==> config.mk <==
export PLATFORM = sky130hd
export DESIGN_NAME = vending_fsm_param_flat
export DESIGN_NICKNAME = d
export VERILOG_FILES = /design/src/rtl/vending_fsm_param_if.sv /design/src/rtl/vending_fsm_param.sv /design/src/flat_wrapper.sv
export SDC_FILE = /design/constraint.sdc
export NUM_CORES = 1
export LEC_CHECK = 0
export BUFFER_PORTS_ARGS = -buffer_cell sky130_fd_sc_hd__buf_2
export CORE_MARGIN = 2
export CORE_UTILIZATION = 35
export CTS_CLUSTER_SIZE = 14
export DETAILED_ROUTE_END_ITERATION = 16
export GPL_TIMING_DRIVEN = 0
export SETUP_SLACK_MARGIN = 0.2
export SLEW_MARGIN = 25
export SYNTH_ARGS = -nofsm -noshare
export SYNTH_HDL_FRONTEND = slang
export SYNTH_SLANG_ARGS = --single-unit
==> constraint.sdc <==
create_clock -name clk3 -period 2.4 [get_ports clk3]
set_clock_uncertainty 0.1 [all_clocks]
set_input_delay 0.12 -clock clk3 [delete_from_list [all_inputs] [get_ports clk3]]
set_output_delay 0.12 -clock clk3 [all_outputs]
set_load 0.01 [all_outputs]
==> src/rtl/vending_fsm_param_if.sv <==
// Bus between the coin/keypad front end and the drink-machine controller.
//   Front-end -> controller: tick, coin_valid, coin_value, drink_sel, Cancel, V_sense
//   Controller -> front-end: led_press, led_aquec, led_bebida, refund_valid,
//                            refund_amount, state, busy
// master: the front end / bench side; slave: the controller.
interface vending_fsm_param_if #(
   parameter int N_DRINKS = 2,
   parameter int CREDIT_W = 8
);
   logic                tick;
   logic                coin_valid;
   logic [CREDIT_W-1:0] coin_value;
   logic [N_DRINKS-1:0] drink_sel;
   logic                Cancel;
   logic                V_sense;
   logic                led_press;
   logic                led_aquec;
   logic [N_DRINKS-1:0] led_bebida;
   logic                refund_valid;
   logic [CREDIT_W-1:0] refund_amount;
   logic [2:0]          state;
   logic                busy;

   modport master (
      output tick, coin_valid, coin_value, drink_sel, Cancel, V_sense,
      input  led_press, led_aquec, led_bebida, refund_valid, refund_amount, state, busy
   );

   modport slave (
      input  tick, coin_valid, coin_value, drink_sel, Cancel, V_sense,
      output led_press, led_aquec, led_bebida, refund_valid, refund_amount, state, busy
   );
endinterface

==> src/rtl/vending_fsm_param.sv <==
// Drink-machine controller: sale FSM, phase timers and credit accounting.
// Ports:
//   clk3    - system clock
//   reset_n - synchronous active-low reset
//   bus     - vending_fsm_param_if.slave (coin/keypad inputs, LED/refund/status outputs)
// All phase timing counts `tick` strobes; outputs decode the registered state.
module vending_fsm_param #(
   parameter int                  N_DRINKS = 2,
   parameter int                  CREDIT_W = 8,
   parameter logic [CREDIT_W-1:0] PRICE    = 8'd5,
   parameter int                  T_PRESS  = 2,
   parameter int                  T_HEAT   = 2,
   parameter int                  T_DISP   = 5,
   parameter int                  T_SALE   = 15
) (
   input  logic                  clk3,
   input  logic                  reset_n,
   vending_fsm_param_if.slave    bus
);

   localparam int T_MAX01 = (T_PRESS > T_HEAT) ? T_PRESS : T_HEAT;
   localparam int T_MAX23 = (T_DISP > T_SALE) ? T_DISP : T_SALE;
   localparam int T_MAX   = (T_MAX01 > T_MAX23) ? T_MAX01 : T_MAX23;
   localparam int TCNT_W  = (T_MAX > 1) ? $clog2(T_MAX) : 1;

   typedef enum logic [2:0] {
      ST_IDLE   = 3'd0,
      ST_SALE   = 3'd1,
      ST_PRESS  = 3'd2,
      ST_HEAT   = 3'd3,
      ST_DISP   = 3'd4,
      ST_ERROR  = 3'd5,
      ST_REFUND = 3'd6
   } state_t;

   state_t              state_q, state_d;
   logic [CREDIT_W-1:0] credit_q, credit_d;
   logic [N_DRINKS-1:0] sel_q, sel_d;
   logic [TCNT_W-1:0]   tcnt_q, tcnt_d;
   logic                from_prep_q, from_prep_d;   // fault hit after payment was taken
   logic                coin_restart;
   logic [CREDIT_W-1:0] err_credit;
   logic                exp_press, exp_heat, exp_disp, exp_sale;
   logic                can_buy;

   function automatic logic [CREDIT_W-1:0] sat_add(input logic [CREDIT_W-1:0] a,
                                                   input logic [CREDIT_W-1:0] b);
      logic [CREDIT_W:0] sum;
      sum = {1'b0, a} + {1'b0, b};
      return sum[CREDIT_W] ? {CREDIT_W{1'b1}} : sum[CREDIT_W-1:0];
   endfunction

   assign exp_press = bus.tick && (tcnt_q == TCNT_W'(T_PRESS - 1));
   assign exp_heat  = bus.tick && (tcnt_q == TCNT_W'(T_HEAT - 1));
   assign exp_disp  = bus.tick && (tcnt_q == TCNT_W'(T_DISP - 1));
   assign exp_sale  = bus.tick && (tcnt_q == TCNT_W'(T_SALE - 1));
   assign can_buy   = $onehot(bus.drink_sel) && (credit_q >= PRICE);
   // Undelivered drink is handed back when leaving ERROR.
   assign err_credit = from_prep_q ? sat_add(credit_q, PRICE) : credit_q;

   always_ff @(posedge clk3) begin
      if (!reset_n) begin
         state_q     <= ST_IDLE;
         credit_q    <= '0;
         sel_q       <= '0;
         tcnt_q      <= '0;
         from_prep_q <= 1'b0;
      end else begin
         state_q     <= state_d;
         credit_q    <= credit_d;
         sel_q       <= sel_d;
         tcnt_q      <= tcnt_d;
         from_prep_q <= from_prep_d;
      end
   end

   always_comb begin
      state_d      = state_q;
      credit_d     = credit_q;
      sel_d        = sel_q;
      from_prep_d  = from_prep_q;
      coin_restart = 1'b0;
      case (state_q)
         ST_IDLE: begin
            if (bus.V_sense) begin
               state_d     = ST_ERROR;
               from_prep_d = 1'b0;
            end else if (bus.coin_valid) begin
               credit_d = bus.coin_value;
               state_d  = ST_SALE;
            end
         end
         ST_SALE: begin
            if (bus.V_sense) begin
               state_d     = ST_ERROR;
               from_prep_d = 1'b0;
            end else if (bus.Cancel) begin
               state_d = ST_REFUND;
            end else if (bus.coin_valid) begin
               credit_d     = sat_add(credit_q, bus.coin_value);
               coin_restart = 1'b1;
            end else if (can_buy) begin
               sel_d    = bus.drink_sel;
               credit_d = credit_q - PRICE;
               state_d  = ST_PRESS;
            end else if (exp_sale) begin
               state_d = ST_REFUND;
            end
         end
         ST_PRESS: begin
            if (bus.V_sense) begin
               state_d     = ST_ERROR;
               from_prep_d = 1'b1;
            end else if (bus.Cancel) begin
               credit_d = sat_add(credit_q, PRICE);
               state_d  = ST_REFUND;
            end else if (exp_press) begin
               state_d = ST_HEAT;
            end
         end
         ST_HEAT: begin
            if (bus.V_sense) begin
               state_d     = ST_ERROR;
               from_prep_d = 1'b1;
            end else if (exp_heat) begin
               state_d = ST_DISP;
            end
         end
         ST_DISP: begin
            if (bus.V_sense) begin
               state_d     = ST_ERROR;
               from_prep_d = 1'b1;
            end else if (exp_disp) begin
               sel_d   = '0;
               state_d = (credit_q != '0) ? ST_REFUND : ST_IDLE;
            end
         end
         ST_ERROR: begin
            if (!bus.V_sense) begin
               credit_d    = err_credit;
               sel_d       = '0;
               from_prep_d = 1'b0;
               state_d     = (err_credit != '0) ? ST_REFUND : ST_IDLE;
            end
         end
         ST_REFUND: begin
            credit_d = '0;
            sel_d    = '0;
            state_d  = ST_IDLE;
         end
         default: begin
            state_d = ST_IDLE;
         end
      endcase

      // A tick on a transition edge belongs to neither state; hold at all-ones
      // in untimed states so the counter never wraps.
      if ((state_d != state_q) || coin_restart)
         tcnt_d = '0;
      else if (bus.tick && (tcnt_q != {TCNT_W{1'b1}}))
         tcnt_d = tcnt_q + 1'b1;
      else
         tcnt_d = tcnt_q;
   end

   assign bus.led_press     = (state_q == ST_PRESS);
   assign bus.led_aquec     = (state_q == ST_HEAT);
   assign bus.led_bebida    = (state_q == ST_DISP) ? sel_q : '0;
   assign bus.refund_valid  = (state_q == ST_REFUND);
   assign bus.refund_amount = (state_q == ST_REFUND) ? credit_q : '0;
   assign bus.state         = state_q;
   assign bus.busy          = (state_q != ST_IDLE);

endmodule

==> src/flat_wrapper.sv <==
// flat-port wrapper written by rule: the top's interface ports become plain ports
module vending_fsm_param_flat 
#(
   parameter int                  N_DRINKS = 2,
   parameter int                  CREDIT_W = 8,
   parameter logic [CREDIT_W-1:0] PRICE    = 8'd5,
   parameter int                  T_PRESS  = 2,
   parameter int                  T_HEAT   = 2,
   parameter int                  T_DISP   = 5,
   parameter int                  T_SALE   = 15
)
  (clk3, reset_n, bus_tick, bus_coin_valid, bus_coin_value, bus_drink_sel, bus_Cancel, bus_V_sense, bus_led_press, bus_led_aquec, bus_led_bebida, bus_refund_valid, bus_refund_amount, bus_state, bus_busy);
  vending_fsm_param_if #(.N_DRINKS(N_DRINKS), .CREDIT_W(CREDIT_W)) bus_i ();
  input  logic clk3;
  input  logic reset_n;
  input wire logic [$bits(bus_i.tick)-1:0] bus_tick;
  input wire logic [$bits(bus_i.coin_valid)-1:0] bus_coin_valid;
  input wire logic [$bits(bus_i.coin_value)-1:0] bus_coin_value;
  input wire logic [$bits(bus_i.drink_sel)-1:0] bus_drink_sel;
  input wire logic [$bits(bus_i.Cancel)-1:0] bus_Cancel;
  input wire logic [$bits(bus_i.V_sense)-1:0] bus_V_sense;
  output wire logic [$bits(bus_i.led_press)-1:0] bus_led_press;
  output wire logic [$bits(bus_i.led_aquec)-1:0] bus_led_aquec;
  output wire logic [$bits(bus_i.led_bebida)-1:0] bus_led_bebida;
  output wire logic [$bits(bus_i.refund_valid)-1:0] bus_refund_valid;
  output wire logic [$bits(bus_i.refund_amount)-1:0] bus_refund_amount;
  output wire logic [$bits(bus_i.state)-1:0] bus_state;
  output wire logic [$bits(bus_i.busy)-1:0] bus_busy;
  assign bus_i.tick = bus_tick;
  assign bus_i.coin_valid = bus_coin_valid;
  assign bus_i.coin_value = bus_coin_value;
  assign bus_i.drink_sel = bus_drink_sel;
  assign bus_i.Cancel = bus_Cancel;
  assign bus_i.V_sense = bus_V_sense;
  assign bus_led_press = bus_i.led_press;
  assign bus_led_aquec = bus_i.led_aquec;
  assign bus_led_bebida = bus_i.led_bebida;
  assign bus_refund_valid = bus_i.refund_valid;
  assign bus_refund_amount = bus_i.refund_amount;
  assign bus_state = bus_i.state;
  assign bus_busy = bus_i.busy;
  vending_fsm_param #(.N_DRINKS(N_DRINKS), .CREDIT_W(CREDIT_W), .PRICE(PRICE), .T_PRESS(T_PRESS), .T_HEAT(T_HEAT), .T_DISP(T_DISP), .T_SALE(T_SALE)) u_core (.clk3(clk3), .reset_n(reset_n), .bus(bus_i));
endmodule
## After elaboration in Yosys (flattened, before gate mapping)

Cells that the tools add are included.

- Bits in registers: 18
- Logic and storage cells: 106
- Output and inout port bits: 17
- Input bits: 16

- Mux-type cells: 49
- Reduce and logical (&&, ||, !) cells: 19
- Add/sub/neg operators: 5
- Magnitude comparators: 1
- Bitwise operators: 1
- Equal/unequal tests: 26

Operators by type and width:

| kind | count |
|---|---|
| $mux 8 | 13 |
| $mux 3 | 17 |
| $pmux 8 s5 | 1 |
| $ne 2x2->1 const B | 9 |
| $pmux 3 s6 | 1 |
| $mux 2 | 8 |
| $reduce_bool 8->1 | 2 |
| $add 8x3->9 const B | 1 |
| $add 8x8->9 | 1 |
| $eq 3x3->1 const B | 3 |
| $reduce_and 9->1 | 1 |
| $ge 8x3->1 const B | 1 |
| $ne 2x1->1 const B | 4 |
| $pmux 2 s4 | 1 |
| $reduce_and 8->1 | 1 |
| $sub 8x3->8 const B | 1 |
| $mux 1 | 7 |
| $eq 3x2->1 const B | 2 |
| $reduce_bool 3->1 | 2 |
| $logic_and 1x1->1 | 5 |
| $reduce_bool 5->1 | 1 |
| $add 4x1->4 const B | 1 |
| $eq 4x1->1 const B | 1 |
| $eq 4x3->1 const B | 1 |
| other kinds (15) | 16 |

## Longest topological paths before layout

- Depth in word-level cells: 11
- Mapped depth: 10
- Mapped depth without buffers: 10

## Worst setup path before layout

No wires, ideal clock.

- Path kind: reg2reg
- From: register u_core.credit_q[0]
- To: register u_core.tcnt_q[2]
- Cell stages (with the launch flop): 10
- Clock period less this slack: 2.489 ns
- Data required time: 2.175 ns
- Data arrival time: 2.264 ns
- Library setup time: 0.125 ns
- Setup slack: -0.089 ns
- Buffers on the path: 0
- Cell sequence: dfxtp_1 > inv_1 > ha_1 > nor4bb_1 > o21ai_0 > a2bb2oi_1 > a2111o_1 > and3_1 > o211ai_2 > nor3_2

- Cells in the longest elaborated chain, start to end: 10
- Elaborated cells between the ends (all ways): 20
- Those cells by class: add/sub: 1; order compare: 1; eq/ne: 1; mux: 12; reduce/logical: 5

RTL lines:

| element | RTL line | RTL |
|---|---|---|
| from (decl) | vending_fsm_param.sv:37 | `logic [CREDIT_W-1:0] credit_q, credit_d;` |
| from (signal assigned) | vending_fsm_param.sv:70 | `credit_q <= credit_d;` |
| $add 8x3->9 / $ge 8x3->1 (equally long branches) | vending_fsm_param.sv:49, vending_fsm_param.sv:57 |  |
| $mux 8 / $logic_and 1x1->1 (equally long branches) | vending_fsm_param.sv:50, vending_fsm_param.sv:57 |  |
| $mux 8 / $mux 3 (equally long branches) | vending_fsm_param.sv:59, vending_fsm_param.sv:102 |  |
| $reduce_bool 8->1 / $mux 3 (equally long branches) | vending_fsm_param.sv:143, vending_fsm_param.sv:99 |  |
| $mux 3, on equally long branches | vending_fsm_param.sv:143, vending_fsm_param.sv:97 |  |
| $mux 3, on equally long branches | vending_fsm_param.sv:139, vending_fsm_param.sv:94 |  |
| $pmux 3 s6 (*) | vending_fsm_param.sv:83 | `case (state_q)` |
| $ne 3x3->1 (*) | vending_fsm_param.sv:158 | `if ((state_d != state_q) \|\| coin_restart)` |
| $logic_or 1x1->1 (*) | vending_fsm_param.sv:158 |  |
| $reduce_or 2->1 (no line) (*) | n/a |  |
| to (signal assigned) | vending_fsm_param.sv:72 | `tcnt_q <= tcnt_d;` |
| to (decl) | vending_fsm_param.sv:39 | `logic [TCNT_W-1:0] tcnt_q, tcnt_d;` |

Every way passes the cells marked *; elsewhere a longest branch is shown, timed or not.
A chain may end at the register's enable or synchronous reset.

## Final worst setup path

Ends and elaborated chain as after synthesis.

==> impl_metrics.json <==
{
  "worstSetupEndpointType": "flop",
  "dieArea_mm2": 0.00776,
  "ys_seq_area_frac": 0.146,
  "drcViolationCount": 0,
  "ctsLongestPathBuffers": 2,
  "pwr-share-clk": 0.159,
  "yosys_register_bits": 18,
  "cts_tree": "done",
  "syn2layout_area_growth_pct": 26.7,
  "drt_pass1_iterations": 5,
  "setup_viol": 2,
  "reg2reg_depth": 9,
  "cts_hold_buffers": 0,
  "busiest_layer": "met2",
  "grt_max_degree": 11,
  "start_util": 0.362,
  "nFillCells": 726,
  "cp.arrival_ps": 2470,
  "rows": 30,
  "crit_chain": "ha_2 -> buf_6 -> o211ai_1 -> or2_4 -> nand4_1 -> a2111o_1 -> and3_4 -> o211ai_4 -> nor3_2",
  "crit_fanout": 8,
  "cts_sinks": 18,
  "grt_use_met2": 0.355,
  "synth_ff_type": "dfxtp_1",
  "setup_ws_ps": -12.2,
  "antenna_found_initial": 0,
  "p_int_mw": 0.956,
  "vias_per_cell": 5.96,
  "worstSetupPathType": "reg2reg",
  "worst_slew_pin_slew_ps": 571,
  "syn_area_mm2": 0.00247,
  "wirelength_um": 8610,
  "insertion_delay_ps": 280,
  "avgRoutedWirePerCell_um": 17.9,
  "hold_start": "bus_tick",
  "max_stage_delay_ps": 500,
  "crit_path_start_kind": "flop",
  "num_vias": 2867,
  "use_met3": 0.0264,
  "syn_avg_cell_area_um2": 7.37,
  "r2r_start": "u_core.credit_q[0]$_SDFFE_PN0P_",
  "power_frac_seq": 0.220,
  "yosys_warnings": 0,
  "hold_violations": 0,
  "outcome": "complete, but fails checks",
  "io_pins": 33,
  "grt_pass1_wl_um": 13700,
  "portBuffers": 31,
  "cap_viol_max_count": 0,
  "synthCells": 336,
  "fin_area_mm2": 0.00314,
  "rrSetupSlack_ps": -10,
  "gr-usage-met1": 0.325,
  "crit_slowest_cell": "a2111o_1",
  "vdd_ir_drop_max_v": 0.000249,
  "drive_gt1_frac": 0.304,
  "track_usage": 0.225,
  "placed_area_mm2": 0.00281,
  "crit_required_ps": 2460,
  "core_mm2": 0.00683,
  "nets": 418,
  "max_freq_ghz": 0.415,
  "p_switching_mw": 0.822,
  "dp_hpwl_um": 6270,
  "drt_iter0_drc": 305,
  "syn_nets": 368,
  "root_buffer": "clkbuf_8",
  "grt_pass1_vias": 2623,
  "ctsHtreeMaxLevel": 1,
  "slew_violations": 0,
  "async_reset_ff_frac": 0,
  "worst_r2r_endpoint": "u_core.tcnt_q[2]$_SDFFE_PP0P_",
  "final_common_cell": "buf_2",
  "holdCritPathClass": "in2reg",
  "whs_path_depth": 3,
  "rsz0062_at_grt": "true",
  "layout_common_cells": "buf_2 (32), nor2_1 (25), a21oi_1 (18), o21ai_0 (18), nand2_1 (17)",
  "violations": "setup timing",
  "diodes": 0,
  "power_frac_comb": 0.621,
  "sw_frac_of_total": 0.462,
  "synth-edff-count": 0,
  "maxSlewHeadroom": 0.619,
  "min_to": "u_core.tcnt_q[1]$_SDFFE_PP0P_",
  "fin_util": 0.459,
  "power_density_mw_per_mm2": 567,
  "die_w_um": 88.1,
  "synth_cell_type_count": 69,
  "antenna_left": 0,
  "p_leak_nw": 1.20,
  "overflow": 0,
  "min_period_ps": 2410,
  "die_y_um": 88.1,
  "final.period_utilization": 1.01,
  "clk_pin_slew_ps": 90,
  "gp_congestion": 0.949,
  "cts_made_buffers": 3
}
==> stage by stage <==
step	hold slack, ps	worst slack (ps)	instances	power, mW	setup TNS, ps
5_1_grt	92.5	-58.8	481	1.89	-396
2_1_floorplan	180	160	336	1.07	0
3_3_place_gp	352	-203	463	1.30	-1070
6_report	87.3	-12.2	481	1.78	-13.7
4_1_cts	64.1	2.12	476	1.67	0
3_5_place_dp	362	-264	463	1.31	-1380
==> cell families after synthesis <==
group           count (synthesis)  synth area share
fa+ha+maj                      16            0.0839
xor+xnor                       20            0.0708
buf+inv                        38            0.0652
simple gates                  121             0.268
compound gates                117             0.341
mux                             6            0.0253
flops                          18             0.146
==> synthesized netlist by cell type (3+ instances only) <==
master | number | area (um^2)
a211oi_1 | 5 | 37.5
o211ai_1 | 5 | 37.5
o21a_1 | 4 | 30.0
a21boi_0 | 4 | 30.0
nand2b_1 | 10 | 62.6
xor2_1 | 7 | 61.3
o221a_2 | 3 | 33.8
xnor2_1 | 13 | 114
a31oi_1 | 6 | 37.5
buf_2 | 3 | 15.0
nor3_1 | 10 | 50.1
nand2_1 | 17 | 63.8
mux2i_1 | 4 | 40.0
clkbuf_1 | 21 | 78.8
a21oi_1 | 22 | 110
and2_1 | 6 | 37.5
o21ai_1 | 3 | 15.0
o21ai_0 | 21 | 105
dfxtp_1 | 18 | 360
a21o_1 | 7 | 52.6
nor2b_1 | 8 | 50.1
inv_1 | 11 | 41.3
and3_1 | 6 | 37.5
o31a_1 | 3 | 26.3
nor2_1 | 29 | 109
o22ai_1 | 3 | 18.8
o221ai_1 | 6 | 52.6
nand4_1 | 6 | 37.5
ha_1 | 15 | 188
nand3_1 | 9 | 45.0
==> layout make-up <==
| type | count | area [um^2] | share of cell area |
|---|---|---|---|
| multi-input cells | 280 | 2130 | 0.680 |
| flip-flops and latches | 18 | 372 | 0.118 |
| repair buffers | 45 | 264 | 0.0842 |
| plain buffers | 26 | 140 | 0.0447 |
| well taps | 96 | 120 | 0.0383 |
| clock buffers | 4 | 55.1 | 0.0176 |
| inverters | 12 | 52.6 | 0.0168 |
==> power groups by stage <==
stage,Combinational [mW],Clock [mW],Sequential [mW]
6_report,1.10,0.284,0.391
4_1_cts,0.996,0.285,0.389
3_5_place_dp,0.911,0,0.398
2_1_floorplan,0.688,0,0.382
5_1_grt,1.20,0.294,0.396
3_3_place_gp,0.902,0,0.397
==> sequential cells by signal, summed over array words and instances, names as in the netlist <==
register            count
u_core.tcnt_q           4
u_core.credit_q         8
u_core.from_prep_q      1
u_core.sel_q            2
u_core.bus.state        3
==> worst max path at each step <==
stage	startpoint	endpoint	slack [ps]	cells after the start
after CTS	u_core.credit_q[0]$_SDFFE_PN0P_	u_core.credit_q[3]$_SDFFE_PN0P_	2	10
after floorplan	u_core.credit_q[0]$_SDFFE_PN0P_	u_core.credit_q[0]$_SDFFE_PN0P_	160	10
after detailed placement	u_core.bus.state[0]$_SDFF_PN0_	u_core.tcnt_q[2]$_SDFFE_PP0P_	-260	8
after global routing	u_core.credit_q[0]$_SDFFE_PN0P_	u_core.credit_q[2]$_SDFFE_PN0P_	-60	10
after global placement	u_core.bus.state[0]$_SDFF_PN0_	u_core.tcnt_q[0]$_SDFFE_PP0P_	-200	8
final	u_core.credit_q[0]$_SDFFE_PN0P_	u_core.tcnt_q[2]$_SDFFE_PP0P_	-10	9
==> routing by layer <==
metal	share of wire	up-vias
met3	0.068	18
met1	0.46	1362
met4	0.019	0
met2	0.45	125
li1	-	1362
met5	0	-
==> critical path: cells and delay by family (launching register included) <==
kind            cells  cell delay (ps)
compound gates      3              960
fa+ha+maj           1              190
buf+inv             1              130
flops               1              390
simple gates        4              510
==> repair_timing <==
item / in CTS / in global routing
gates resized for setup: 23 / 34
endpoints found under the setup margin: 30 / 28
pin swaps: 9 / 19
cloned: 0 / 0
setup buffers: 9 / 5
No activity file was read; power rests on OpenSTA's default activity.
